`src/rtl/imem_loader_pkg.sv`:
```
// rtl/imem_loader_pkg.sv - shared types and constants for the instruction-memory loader
package imem_loader_pkg;

  typedef enum logic [2:0] {
    IDLE   = 3'd0,
    LEN_LO = 3'd1,
    LEN_HI = 3'd2,
    DATA   = 3'd3,
    WRITE  = 3'd4,
    DONE   = 3'd5,
    ERR    = 3'd6
  } loader_state_t;

  localparam int LOADER_HDR_BYTES = 2;

  typedef logic [31:0] loader_word_t;

endpackage

```
`src/rtl/imem_loader.sv`:
```
// rtl/imem_loader.sv - loads a length-prefixed byte stream into instruction memory
// and holds the core in reset until a complete image has been written.
module imem_loader
  import imem_loader_pkg::*;
#(
  parameter int DEPTH          = 128,
  parameter int ADDR_W         = 12,
  parameter int TIMEOUT_CYCLES = 1_000_000
) (
  input  logic              clk,
  input  logic              reset_n,
  input  logic              start,
  input  logic [7:0]        rx_data,
  input  logic              rx_valid,
  output logic              rx_ready,
  output logic              imem_we,
  output logic [ADDR_W-1:0] imem_addr,
  output logic [31:0]       imem_wdata,
  output logic              busy,
  output logic              done,
  output logic              error,
  output logic              core_hold
);

  localparam int IDX_W = (DEPTH > 1) ? $clog2(DEPTH) : 1;
  localparam int TO_W  = (TIMEOUT_CYCLES > 1) ? $clog2(TIMEOUT_CYCLES) : 1;
  localparam logic [TO_W-1:0] IDLE_LAST = TO_W'(TIMEOUT_CYCLES - 1);

  loader_state_t    state_q, state_d;
  logic [7:0]       len_lo_q, len_lo_d;
  logic [15:0]      count_q, count_d;
  logic [IDX_W-1:0] word_idx_q, word_idx_d;
  logic [1:0]       byte_idx_q, byte_idx_d;
  loader_word_t     wdata_q, wdata_d;
  logic [TO_W-1:0]  idle_q, idle_d;

  logic        xfer;
  logic [15:0] hdr_n;

  assign rx_ready   = (state_q == LEN_LO) || (state_q == LEN_HI) || (state_q == DATA);
  assign busy       = rx_ready || (state_q == WRITE);
  assign imem_we    = (state_q == WRITE);
  assign done       = (state_q == DONE);
  assign error      = (state_q == ERR);
  assign core_hold  = (state_q != DONE);
  assign imem_addr  = ADDR_W'({word_idx_q, 2'b00});
  assign imem_wdata = wdata_q;

  assign xfer  = rx_valid && rx_ready;
  assign hdr_n = {rx_data, len_lo_q};

  always_comb begin
    state_d    = state_q;
    len_lo_d   = len_lo_q;
    count_d    = count_q;
    word_idx_d = word_idx_q;
    byte_idx_d = byte_idx_q;
    wdata_d    = wdata_q;
    idle_d     = idle_q;

    unique case (state_q)
      IDLE, DONE, ERR: begin
        if (start) begin
          state_d    = LEN_LO;
          word_idx_d = '0;
          byte_idx_d = '0;
          idle_d     = '0;
        end
      end
      LEN_LO: begin
        if (xfer) begin
          len_lo_d = rx_data;
          state_d  = LEN_HI;
        end
      end
      LEN_HI: begin
        if (xfer) begin
          count_d = hdr_n;
          if (hdr_n == 16'd0)             state_d = DONE;
          else if (hdr_n > 16'(DEPTH))    state_d = ERR;
          else                            state_d = DATA;
        end
      end
      DATA: begin
        if (xfer) begin
          // Shift in from the top so the first byte of a word lands in [7:0].
          wdata_d    = {rx_data, wdata_q[31:8]};
          byte_idx_d = byte_idx_q + 2'd1;
          if (byte_idx_q == 2'd3) state_d = WRITE;
        end
      end
      WRITE: begin
        idle_d = '0;
        // The index only advances when another word follows, keeping it below DEPTH.
        if (16'(word_idx_q) + 16'd1 < count_q) begin
          word_idx_d = word_idx_q + IDX_W'(1);
          state_d    = DATA;
        end else begin
          state_d = DONE;
        end
      end
      default: state_d = IDLE;
    endcase

    if (rx_ready) begin
      if (xfer)                    idle_d = '0;
      else if (idle_q == IDLE_LAST) state_d = ERR;
      else                          idle_d = idle_q + TO_W'(1);
    end
  end

  always_ff @(posedge clk or negedge reset_n) begin
    if (!reset_n) begin
      state_q    <= IDLE;
      len_lo_q   <= '0;
      count_q    <= '0;
      word_idx_q <= '0;
      byte_idx_q <= '0;
      wdata_q    <= '0;
      idle_q     <= '0;
    end else begin
      state_q    <= state_d;
      len_lo_q   <= len_lo_d;
      count_q    <= count_d;
      word_idx_q <= word_idx_d;
      byte_idx_q <= byte_idx_d;
      wdata_q    <= wdata_d;
      idle_q     <= idle_d;
    end
  end

endmodule

```
`config.mk`:
```
export PLATFORM = sky130hd
export DESIGN_NAME = imem_loader
export DESIGN_NICKNAME = d
export VERILOG_FILES = /design/src/rtl/imem_loader_pkg.sv /design/src/rtl/imem_loader.sv
export SDC_FILE = /design/constraint.sdc
export NUM_CORES = 1
export LEC_CHECK = 0
export BUFFER_PORTS_ARGS = -buffer_cell sky130_fd_sc_hd__buf_2
export CORE_MARGIN = 5
export CORE_UTILIZATION = 61
export CTS_BUF_LIST = sky130_fd_sc_hd__clkbuf_8 sky130_fd_sc_hd__clkbuf_16
export CTS_CLUSTER_SIZE = 14
export DETAILED_ROUTE_END_ITERATION = 8
export GPL_TIMING_DRIVEN = 0
export PLACE_DENSITY = 0.88
export SYNTH_ARGS = -nofsm -noshare
export SYNTH_HDL_FRONTEND = slang
export SYNTH_SLANG_ARGS = --single-unit
```
`constraint.sdc`:
```
create_clock -name clk -period 8.4 [get_ports clk]
set_input_delay 1.68 -clock clk [delete_from_list [all_inputs] [get_ports clk]]
set_output_delay 1.68 -clock clk [all_outputs]
set_load 0.05 [all_outputs]
```
==> reports/summary.md, run 1 <==
The flow ran to the end, and the final reports show no timing, DRC or antenna violations. The tightest slew margin relative to the limit was 49.52%; the remaining number of nets flagged by the antenna check after routing was 0. Entering global routing, the biggest net connects 77 pins. After global routing the overflow that remains totals 0. The post-synthesis cell count was 374.

The slack of the worst reg-to-reg path was 5.23 ns; the deepest level of the CTS H-tree was 3. The worst reg-to-reg path cell count is 10, and the number of synthesized register bits is 88. For the total standard cell area after synthesis, the log shows 4224 sq um. The tree is rooted in a sky130_fd_sc_hd__clkbuf_8. For the area of the core region, the log shows 6756 sq um. The endpoint identified for the worst register-to-register timing path is state_q[1]. The number of remaining DRC errors was 0; the ratio of total power to cell area was 388.4 nW/um^2. Once layout is complete, the utilization of the core stands at 71.72%. At the end of routability-driven placement, the weighted congestion stood at 0.8558.

The run gives 22.48% as the all-layer global routing usage. The share of the yosys chip area belonging to registers was 52.13%; the number of placement rows was 30. By startpoint and endpoint, the worst setup path is classified as reg2out. The logs give 2.295 nW for the leakage power figure and 0 for the count of antenna diodes in the layout.

The number of antenna violations at the first check in global routing was 0; the part of the cycle the worst path needs was 43.53%. The worst path needs 3.656 ns of the cycle, external delays included. Of all flip-flops after synthesis, the portion carrying an async set or reset was 100.0%.

The die height is 93.22 microns. The count of endpoints failing setup in the final report was 0; the maximum net fanout on the critical path was 9. After clock tree synthesis, the setup repair step added 0 buffers. Buffers inserted during clock tree synthesis total 9.

The nature of the critical path endpoint is an output pin. Data on the critical path arrives at its endpoint at 1.98 ns. After detailed routing, the number of vias per cell comes to 5.893. During synthesis, Yosys emitted a total of 0 warnings.

Static timing analysis puts the maximum clock frequency at 273.5 MHz. The chip width is 93.22 microns. VDD sags by at most 0.3456 mV. The critical path ends at rx_ready. The total of max-cap violations is 0. At the pin with the least slew margin, the transition time is 0.7531 ns.

The run gives 15660 microns as the global-route wire length before repair. Averaged over all synthesized cells, the footprint is 11.29 sq um. Most used flip-flop cell after synthesis: sky130_fd_sc_hd__dfrtp_1. For this block, the routed nets add up to 9058 microns of wire. For this configuration, the core starts out at a cell density of 62.52%.

The finished cells cover 4846 sq um. For the first-pass iteration count of the detailed router, the log shows 4. Once detailed placement completed, the half-perimeter wirelength came to 6613 microns. Setup repair after global routing left no endpoint under its margin. For the total number of vias, the log shows 3129. The number of hold buffers added after CTS was 0. For the setup TNS, the log shows 0 ns.

Clock latency on the worst-skew pair: 0.36 ns. The number of gates resized after CTS was 0. For the via count of the first global-routing pass, the log shows 3257. The I/O pin count was 62; the number of DRC markers in iteration 0 was 191. The routed length per placed instance works out to 17.06 microns.

The data required time of the critical path is 6.72 ns, and the placed cell area is 4649 sq um. The number of buffers inserted by port buffering was 56. The proportion of layout cells with a drive suffix above 1 works out to 30.16%.

The worst setup path is launched from a flop. The final count of pins violating max slew is 0. For this run, the post-layout net count is 468.

Between clock sinks in the finished design, the worst skew comes to 0.01106 ns. The die covers 8689 sq um. In the layout the commonest cells are sky130_fd_sc_hd__dfrtp_1 (88), sky130_fd_sc_hd__buf_2 (57), sky130_fd_sc_hd__mux2_2 (52).

Class of the most critical hold timing path: reg2reg. For the count of endpoints failing hold in the final timing report, the log shows 0. From synthesis to final layout, the design area changed by 14.72%.

Clock edge transition at the registers on the reported setup and hold paths: 0.09 ns. Counting every sink on the clock net gives 88. The power after layout was 1.882 mW. Leaving out fill and tap cells, the most frequent cell in the layout is sky130_fd_sc_hd__dfrtp_1. The synthesized design contains 0 enable-type register cells. Counting along the longest clock path gives a buffer depth of 2. Yosys mapped the design onto 50 distinct sky130hd cell types. The worst register-to-register path begins at word_idx_q[0].

TritonCTS built the clock tree. The critical path starts at state_q[0].
[state kept, by name, summed over array words and instances, names as in the netlist]
register    flops
count_q        16
idle_q         20
len_lo_q        8
byte_idx_q      2
state_q         3
word_idx_q      7
imem_wdata     32
[kinds of logic (layout without fill, tap and decap cells)]
group	after synthesis	count (layout)	share of synthesized area [%]
DFF	88	88	52.13
and+or+nand+nor	121	121	14.93
muxes	53	53	14.10
adders and majority gates	11	11	3.199
other	1	5	0.08878
AOI/OAI and AO/OA	49	49	7.850
buffers and inverters	30	103	3.347
xor gates and xnor gates	21	21	4.354
[report_power, final]
| group | internal, mW | switching, mW |
|---|---|---|
| clock network | 0.138 | 0.157 |
| registers | 0.576 | 0.110 |
| logic | 0.285 | 0.616 |
| total | 0.999 | 0.883 |
[worst max-delay path, cell delays in order (launching register included)]
cell and delay, ns:
sky130_fd_sc_hd__dfrtp_1 0.36, sky130_fd_sc_hd__buf_2 0.16, sky130_fd_sc_hd__o21bai_1 0.52, sky130_fd_sc_hd__inv_1 0.28
sky130_fd_sc_hd__buf_2 0.29
[layout make-up]
class	count	area, sq um
clock inverters	7	72.57
flip-flops and latches	88	2202
repair buffers	57	310.3
fillers	466	1911
well taps	80	100.1
multi-input cells	260	1896
inverters	14	52.55
clock buffers	9	123.9
plain buffers	16	88.84
[per-layer routing]
layer | vias up | GRT usage [%] | share of wire, %
li1 | 1473 | - | -
met2 | 68 | 39.53 | 53
met4 | 0 | 8.913 | 2.4
met5 | - | 0 | 0
met3 | 22 | 3.620 | 3.3
met1 | 1566 | 27.62 | 41
[cell usage after synthesis, types with 7 or more instances]
master | n | area [sq um]
sky130_fd_sc_hd__a22o_1 | 8 | 70.07
sky130_fd_sc_hd__mux2_2 | 52 | 585.6
sky130_fd_sc_hd__o21ai_0 | 13 | 65.06
sky130_fd_sc_hd__nand4_1 | 7 | 43.79
sky130_fd_sc_hd__inv_1 | 14 | 52.55
sky130_fd_sc_hd__ha_1 | 10 | 125.1
sky130_fd_sc_hd__xor2_1 | 11 | 96.34
sky130_fd_sc_hd__a21oi_1 | 9 | 45.04
sky130_fd_sc_hd__nand2_1 | 29 | 108.9
sky130_fd_sc_hd__nor4_1 | 8 | 50.05
sky130_fd_sc_hd__nor2_1 | 23 | 86.33
sky130_fd_sc_hd__and3_1 | 8 | 50.05
sky130_fd_sc_hd__nand3_1 | 16 | 80.08
sky130_fd_sc_hd__dfrtp_1 | 88 | 2202
sky130_fd_sc_hd__xnor2_1 | 10 | 87.58
sky130_fd_sc_hd__nor3_1 | 7 | 35.03
[metrics by stage]
step | setup slack (ns) | instances | hold slack, ns
2_1_floorplan | 5.058 | 378 | 0.4679
3_3_place_gp | 4.897 | 514 | 0.4829
3_5_place_dp | 4.823 | 515 | 0.4901
4_1_cts | 4.747 | 531 | 0.5112
5_1_grt | 4.603 | 531 | 0.5346
6_report | 4.744 | 531 | 0.5118
[worst min-delay path by stage]
stage | startpoint | end | slack [ns] | depth (start not counted)
2_1_floorplan | len_lo_q[2] | count_q[2] | 0.47 | 2
3_3_place_gp | imem_wdata[2] | imem_wdata[2] | 0.48 | 1
3_5_place_dp | imem_wdata[7] | imem_wdata[7] | 0.49 | 1
4_1_cts | imem_wdata[7] | imem_wdata[7] | 0.51 | 1
5_1_grt | count_q[13] | count_q[13] | 0.53 | 1
6_report | imem_wdata[1] | imem_wdata[1] | 0.51 | 1
Note: power is estimated with default switching activity, not from simulation.
==> run 2, diff against run 1 <==
--- a/config.mk
+++ b/config.mk
@@ -5,14 +5,15 @@
 export SDC_FILE = /design/constraint.sdc
 export NUM_CORES = 1
 export LEC_CHECK = 0
+export ABC_AREA = 1
 export BUFFER_PORTS_ARGS = -buffer_cell sky130_fd_sc_hd__buf_2
 export CORE_MARGIN = 5
-export CORE_UTILIZATION = 61
+export CORE_UTILIZATION = 58
 export CTS_BUF_LIST = sky130_fd_sc_hd__clkbuf_8 sky130_fd_sc_hd__clkbuf_16
 export CTS_CLUSTER_SIZE = 14
 export DETAILED_ROUTE_END_ITERATION = 8
 export GPL_TIMING_DRIVEN = 0
-export PLACE_DENSITY = 0.88
+export PLACE_DENSITY = 0.84
 export SYNTH_ARGS = -nofsm -noshare
 export SYNTH_HDL_FRONTEND = slang
 export SYNTH_SLANG_ARGS = --single-unit
==> constraint.sdc (replaced) <==
create_clock -name clk -period 3.5 [get_ports clk]
set_input_delay 0.7 -clock clk [delete_from_list [all_inputs] [get_ports clk]]
set_output_delay 0.7 -clock clk [all_outputs]
set_load 0.05 [all_outputs]
==> run 2 against run 1 <==
Effect of this change:
- total power increased by 150%
- sequential share of layout area down 2.8 points
- critical path depth fell by 1
- highest routed layer unchanged
- register-to-register slack lost 4.0 ns
- worst setup slack got worse by 3.6 ns
- global-route usage rose by 0.52 points
- die area grew 11%
- sequential cell count did not move
- via count rose by 25%
- utilization decreased by 4.1 points
- cell area up 6.7%
- synthesized cell count up 48%
==> reports/summary.md, run 2 <==
The global-route wire length before repair was 18130 microns; the total standard cell area after synthesis was 4519 sq um. The repair_antennas step left the layout with diodes totalling 0. For this run, the detailed router's first-pass iteration total came to 4. Via count of the first global-routing pass: 3916. The highest layer touched by signal routing is met4. The die height works out to 98.27 microns. Relative to the synthesized area, the layout overhead comes to 14.37%. After layout, the worst path uses 66.94% of the clock period. The tools report the data arrival time at the worst-slack endpoint as 1.64 ns. Setup total negative slack on the finished layout was measured at 0 ns. The routed length per placed instance came out at 14.34 microns. Ranked by total cell area, the synthesized netlist is headed by sky130_fd_sc_hd__dfrtp_1 (49%), sky130_fd_sc_hd__nand2_1 (11%), sky130_fd_sc_hd__o21ai_0 (5.5%).

The number of enable-type register cells in the synthesized netlist works out to 0. Utilization after layout: 67.59%. Footprint of the multi-input gates: 1941 sq um.

For this design, the slowest cell found on the critical path is sky130_fd_sc_hd__dfrtp_1. For this block, the initial DRC count from the detailed router was 270. The cell at the root of the clock tree was sky130_fd_sc_hd__clkbuf_8.

TritonCTS built the clock tree. Kind of critical path: reg2out. The share of the yosys chip area belonging to registers is 48.73%, and the proportion of layout cells with a drive suffix above 1 is 19.68%. The count of endpoints failing hold in the final timing report is 0.

The detailed router placed 3914 vias in this run. Setup repair after global routing left no endpoint under its margin. Routed wire length: 10500 microns. For this run, design rule violations remaining after detail routing come to 0.

The slew at the pin closest to its max-slew limit was 0.6057 ns; the die outline area was 9657 sq um. Counting flops and latches in the post-synthesis netlist gives 88. For the final count of pins violating max slew, the log shows 0. In the final routing, the length of wire on met1 measures 4344 microns.

Among all flip-flop cells after synthesis, the most frequent one is sky130_fd_sc_hd__dfrtp_1. Using the TritonRoute via totals, the vias-per-cell ratio works out to 5.347. The logs give 426.8 MHz for the top achievable clock speed and 75 for the largest net degree at the start of global routing. After clock tree synthesis, the clock-pin slew on the worst setup and hold paths is 0.09 ns. After clock tree synthesis, the flow added hold-fix buffers numbering 0. Hold timing on the final database bottoms out at a slack of 0.1941 ns.

Walking the worst path, the cells encountered are o21ai_2 -> clkinv_1 -> buf_2. The worst setup path is launched from a flop. The tools report the storage element area as 2202 sq um. The count of fill cells added during filler insertion is 611. Including well taps, the total number of placed cells is 716. For this run, the slowest stage of the critical path takes 0.47 ns. Between clock sinks in the finished design, the worst skew comes to 0.009241 ns. The amount of wire on met2 after detailed routing came out at 5506 microns.

Number of buffers inserted by port buffering: 56. The cell with the most instances after synthesis was sky130_fd_sc_hd__nand2_1. The average instance in the mapped netlist occupies 8.172 sq um. Total of max-cap violations: 0. In the layout the commonest cells are sky130_fd_sc_hd__nand2_1 (129), sky130_fd_sc_hd__dfrtp_1 (88), sky130_fd_sc_hd__inv_1 (68). The library cell used most frequently in the layout, excluding fill and tap cells, is sky130_fd_sc_hd__nand2_1. The commonest cells after synthesis are sky130_fd_sc_hd__nand2_1 (129), sky130_fd_sc_hd__dfrtp_1 (88), sky130_fd_sc_hd__inv_1 (66). The top cell type's share of synthesized area is 48.73%, and the clock latency on the worst-skew pair is 0.36 ns. In this run the tightest slew margin relative to its limit is 59.25%.

Global routing used 22.99% of the available tracks. In this run the deepest clock path goes through 2 buffers. Number of antenna violations at the first check in global routing: 0. For the warning count from the yosys run, the log shows 0. The worst hold path belongs to the class in2async.

Number of buffers created by CTS: 9. The largest area contributor in the synthesized netlist is sky130_fd_sc_hd__dfrtp_1. Summed over all cells, the static leakage comes to 2.656 nW.

For the largest vdd supply drop, the log shows 0.7545 mV. After synthesis, the share of flip-flops with an asynchronous set or reset is 100.0%. The tools report the area of the core region as 7647 sq um. The logs give 62 for the I/O pin count and 0.9147 for the placer congestion estimate. For the finished layout, the period the worst path requires is 2.343 ns. Once the clock tree was built, the resizer swapped 0 gates to a different size. The count of nets left with antenna violations once routing finished came out at 0.

The maximum net fanout on the critical path was 8; the number of setup buffers added after CTS was 0. Ratio of total power to cell area: 904.8 nW/um^2. In the post-route analysis, the smallest setup slack over all paths is 1.157 ns. The deepest level of the CTS H-tree is 3. The effective utilization at floorplan is 59.10%. The total grt overflow is 0, and the count of endpoints failing setup in the final report is 0. For this run, the post-layout net count is 647. The nature of the critical path endpoint was an output pin. The cell count after synthesis came out at 553.

The setup slack after placement is 1.203 ns. The flow ran to the end, and the final reports show no timing, DRC or antenna violations. The tree built by TritonCTS fans out to 88 sinks. The HPWL after detailed placement is 7814 microns.

The met3 wire length came out at 444 microns. Number of placement rows: 32. The chip width works out to 98.27 microns. The count of cells in the finished layout, fillers not included, comes to 732.

For the number of library cell types mapped by synthesis, the log shows 41. STA puts the critical path data required time at 2.80 ns. The register with the most flip-flops in the layout has 32 of them.
run 2: cell type report:
type / instances / area share, %
Sequential cell: 88 / 42.60
Timing Repair Buffer: 57 / 6.003
Clock inverter: 6 / 1.138
Inverter: 72 / 5.301
Multi-Input combinational cell: 379 / 37.55
Clock buffer: 10 / 2.663
Tap cell: 102 / 2.469
Buffer: 18 / 2.275
run 2: power by group:
part	switching (mW)	total (mW)	internal [mW]	leakage, nW
combinational	1.72	2.35	0.625	1.42
sequential	0.250	1.63	1.38	1.13
clock	0.355	0.701	0.346	0.105
run 2: critical path, delay by kind of cell, from the launching register on:
family	cells	cell delay, ns
buf+inv	2	0.64
flops	1	0.47
compound gates	1	0.18
run 2: worst paths after layout:
| path | start | endpoint | slack [ns] | depth (start not counted) |
|---|---|---|---|---|
| hold / removal | reset_n | imem_wdata[10] | 0.19 | 1 |
| setup reg to reg | word_idx_q[0] | word_idx_q[0] | 1.19 | 14 |
| max in group asynchronous | reset_n | len_lo_q[4] | 2.68 | 2 |
| hold reg to reg | count_q[2] | count_q[2] | 0.50 | 2 |
| setup / recovery | state_q[0] | rx_ready | 1.16 | 3 |
| min in group clk | count_q[2] | count_q[2] | 0.50 | 2 |
run 2: logic make-up (layout without fill, tap and decap cells):
| kind of cell | count (synthesis) | after routing | share of synthesized area (%) |
|---|---|---|---|
| compound gates | 78 | 78 | 9.109 |
| xor+xnor | 10 | 10 | 1.938 |
| fa+ha+maj | 10 | 10 | 2.769 |
| buf+inv | 90 | 163 | 8.665 |
| flops | 88 | 88 | 48.73 |
| mux | 8 | 8 | 1.993 |
| other cells | 1 | 5 | 0.08298 |
| simple gates | 268 | 268 | 26.72 |
run 2: per-stage QoR:
stage          instance area [sq um]  power (mW)
2_1_floorplan                   4534       3.377
3_3_place_gp                    4942       3.889
3_5_place_dp                    4972       3.981
4_1_cts                         5169       4.701
5_1_grt                         5169       4.996
6_report                        5169       4.677
run 2: layer usage:
layer / vias up / GRT usage [%]
li1: 1913 / -
met1: 1896 / 28.46
met2: 86 / 40.37
met3: 19 / 4.214
met4: 0 / 8.088
met5: - / 0
==> run 3, diff against run 2 <==
==> constraint.sdc (replaced) <==
create_clock -name clk -period 2.2 [get_ports clk]
set_input_delay 0.44 -clock clk [delete_from_list [all_inputs] [get_ports clk]]
set_output_delay 0.44 -clock clk [all_outputs]
set_load 0.05 [all_outputs]
==> run 3 against run 2 <==
Effect of this change:
- clock-buffer cell count shrank 1
- largest cell class unchanged
- utilization is 2.5 points higher
- sequential power rose by 58%
- worst hold slack better by 0.12 ns
- die area unchanged
- first-iteration DRC count is 17% lower
- wire length grew 1.6%
- critical endpoint is now word_idx_q[2]
==> reports/summary.md, run 3 (synthesized netlist as in run 2, its figures left out) <==
The run finished with clean final reports. Ratio of routed vias to standard cells: 5.295. Summed over all nets, the half-perimeter wirelength after detailed placement is 7874 microns. The path class of the tightest hold or removal check is in2reg. The run gives 0 as the final count of pins violating max slew.

Counting every sink on the clock net gives 88. After floorplanning, the core was divided into 32 placement rows. Between clock sinks in the finished design, the worst skew comes to 0.01094 ns. The layout has 611 filler cells. The proportion of layout cells with a drive suffix above 1 works out to 24.06%. For the number of antenna violations at the first check in global routing, the log shows 0. Kind of critical path: reg2reg. The number of buffer and inverter stages on the critical path came out at 1. Entering global routing, the biggest net connects 76 pins.

The die covers 9657 sq um. The total of max-cap violations is 0, and the flip-flop count of the largest register, all copies and words added is 32. TritonCTS built the clock tree. The area growth from synthesis to layout is 18.66%. In the layout the commonest cells are sky130_fd_sc_hd__nand2_1 (123), sky130_fd_sc_hd__dfrtp_1 (84), sky130_fd_sc_hd__inv_1 (65). Global routing used 22.70% of the available tracks. The number of DRC markers in iteration 0 is 225. Traced cell by cell, the critical path runs through nand2_1 -> nor2_2 -> nand3_2 -> xor2_1 -> inv_1 -> ha_4 -> a21oi_2 -> nor2_2 -> nor3_2 -> nand2_2 -> nand3_4 -> nand2_4 -> nand2_1 -> nand2_1.

Dividing the detail-routed wire length by the instance count gives 14.45 microns. The final cell count without fillers was 738; the number of buffers inserted by port buffering was 56. The most common cell after layout, fill and taps aside is sky130_fd_sc_hd__nand2_1. The routed wire length was 10660 microns; the I/O pin count was 62. Counting the buffers created by CTS gives 9.

After detailed placement, the design holds a cell count of 716. The area of the core region was 7647 sq um; the maximum net fanout on the critical path was 7. Among the stages of the critical path, the cell type that occurs most often is sky130_fd_sc_hd__nand2_1. The nature of the critical path endpoint was a flop. The chip width was 98.27 microns; the remaining number of nets flagged by the antenna check after routing was 0.

The root buffer cell chosen for the clock tree is sky130_fd_sc_hd__clkbuf_8. The count of endpoints failing setup in the final report came out at 0. The via count of the first global-routing pass is 3869. The logs give 0 for the total grt overflow and -0.04895 ns for the setup slack after placement. The count of endpoints failing hold in the final timing report is 0, and the slew at the pin closest to its max-slew limit is 0.9992 ns. In this run the power density over the cells is 1423 nW/um^2. Measured against its own limit, the worst slew margin works out to 32.77%. For the total number of vias, the log shows 3908.

The effective utilization at floorplan was 59.10%. For the clock latency on the worst-skew pair, the log shows 0.35 ns. For the maximum buffer depth of the clock tree, the log shows 2. The utilization after layout is 70.12%.

In the routed design, unresolved DRC markers number 0. The clock tree synthesis step divided the H-tree into 3 levels. The final net count was 655. The floorplan step set the die height to 98.27 microns. Derived from the worst setup path, the maximum achievable clock frequency is 474.6 MHz.

Startpoint type of the worst setup path: a flop. The first-pass iteration count of the detailed router was 5; the data required time of the critical path was 2.44 ns. The stage delay of the slowest cell on the critical path came out at 0.41 ns. The repair_antennas step left the layout with diodes totalling 0. The largest vdd supply drop came out at 1.233 mV.

At the end of routability-driven placement, the weighted congestion stood at 0.9438. The worst path uses 95.78% of the clock period. The global-route wire length before repair is 18040 microns. The kind of cell with the highest combined delay along the critical path is simple AND/OR/NAND/NOR gates.

The slowest library cell on the worst path is sky130_fd_sc_hd__dfrtp_2. The post-layout minimum cycle time works out to 2.107 ns. In this run the static leakage power is 2.701 nW. The worst path meets setup with 0.09293 ns of slack.

The data arrival time at the worst-slack endpoint was 2.35 ns; the clock edge transition at the registers on the reported setup and hold paths was 0.08 ns.
## run 3: metrics by stage
stage          instance area [sq um]  total power, mW  setup TNS (ns)  hold slack (ns)
6_report                        5363            7.631               0           0.3176
5_1_grt                         5363            8.132         -0.4695           0.3296
4_1_cts                         5218            7.568               0           0.3082
3_5_place_dp                    4997            6.362         -0.2648           0.3160
3_3_place_gp                    4967            6.207          -6.589           0.4598
2_1_floorplan                   4559            5.388               0           0.1444
## run 3: final timing paths
path	startpoint	endpoint	slack, ns	depth (start not counted)
max	word_idx_q[2]	word_idx_q[2]	0.09	14
min reg2reg	count_q[6]	count_q[6]	0.49	2
max in group asynchronous	reset_n	word_idx_q[3]	1.08	3
max reg2reg	word_idx_q[2]	word_idx_q[2]	0.09	14
min	rx_data[1]	len_lo_q[1]	0.32	3
min in group asynchronous	reset_n	idle_q[8]	0.48	2
## run 3: power by group
group / switching [mW] / total, mW / internal (mW)
sequential: 0.387 / 2.58 / 2.19
combinational: 2.80 / 3.84 / 1.05
clock: 0.577 / 1.21 / 0.630
total: 3.76 / 7.63 / 3.87
## run 3: routing by layer
metal	global-route usage [%]	share of wire, %
met4	7.983	1.2
met1	28.96	43
met2	39.11	52
met3	3.857	4.3
met5	0	0
## run 3: tightest hold or removal path: stages
cell and delay (ns):
sky130_fd_sc_hd__buf_2 0.09, sky130_fd_sc_hd__nand2_1 0.04, sky130_fd_sc_hd__o21ai_0 0.06
## run 3: what timing repair did
item | CTS | global route
hold buffers | 1 | 0
hold endpoints to repair | 13 | 0
setup buffers | 0 | 7
resized for setup | 2 | 19
endpoints found under the setup margin | 8 | 9
pin swaps | 0 | 9
## run 3: cell type report
type                            instances  area, sq um  share of cell area [%]
Sequential cell                        88         2207                   41.16
Buffer                                 18        117.6                   2.193
Clock buffer                            9        123.9                   2.310
Timing Repair Buffer                   65        376.6                   7.023
Clock inverter                          5        81.33                   1.517
Inverter                               72        274.0                   5.110
Tap cell                              102        127.6                   2.380
Multi-Input combinational cell        379         2054                   38.31
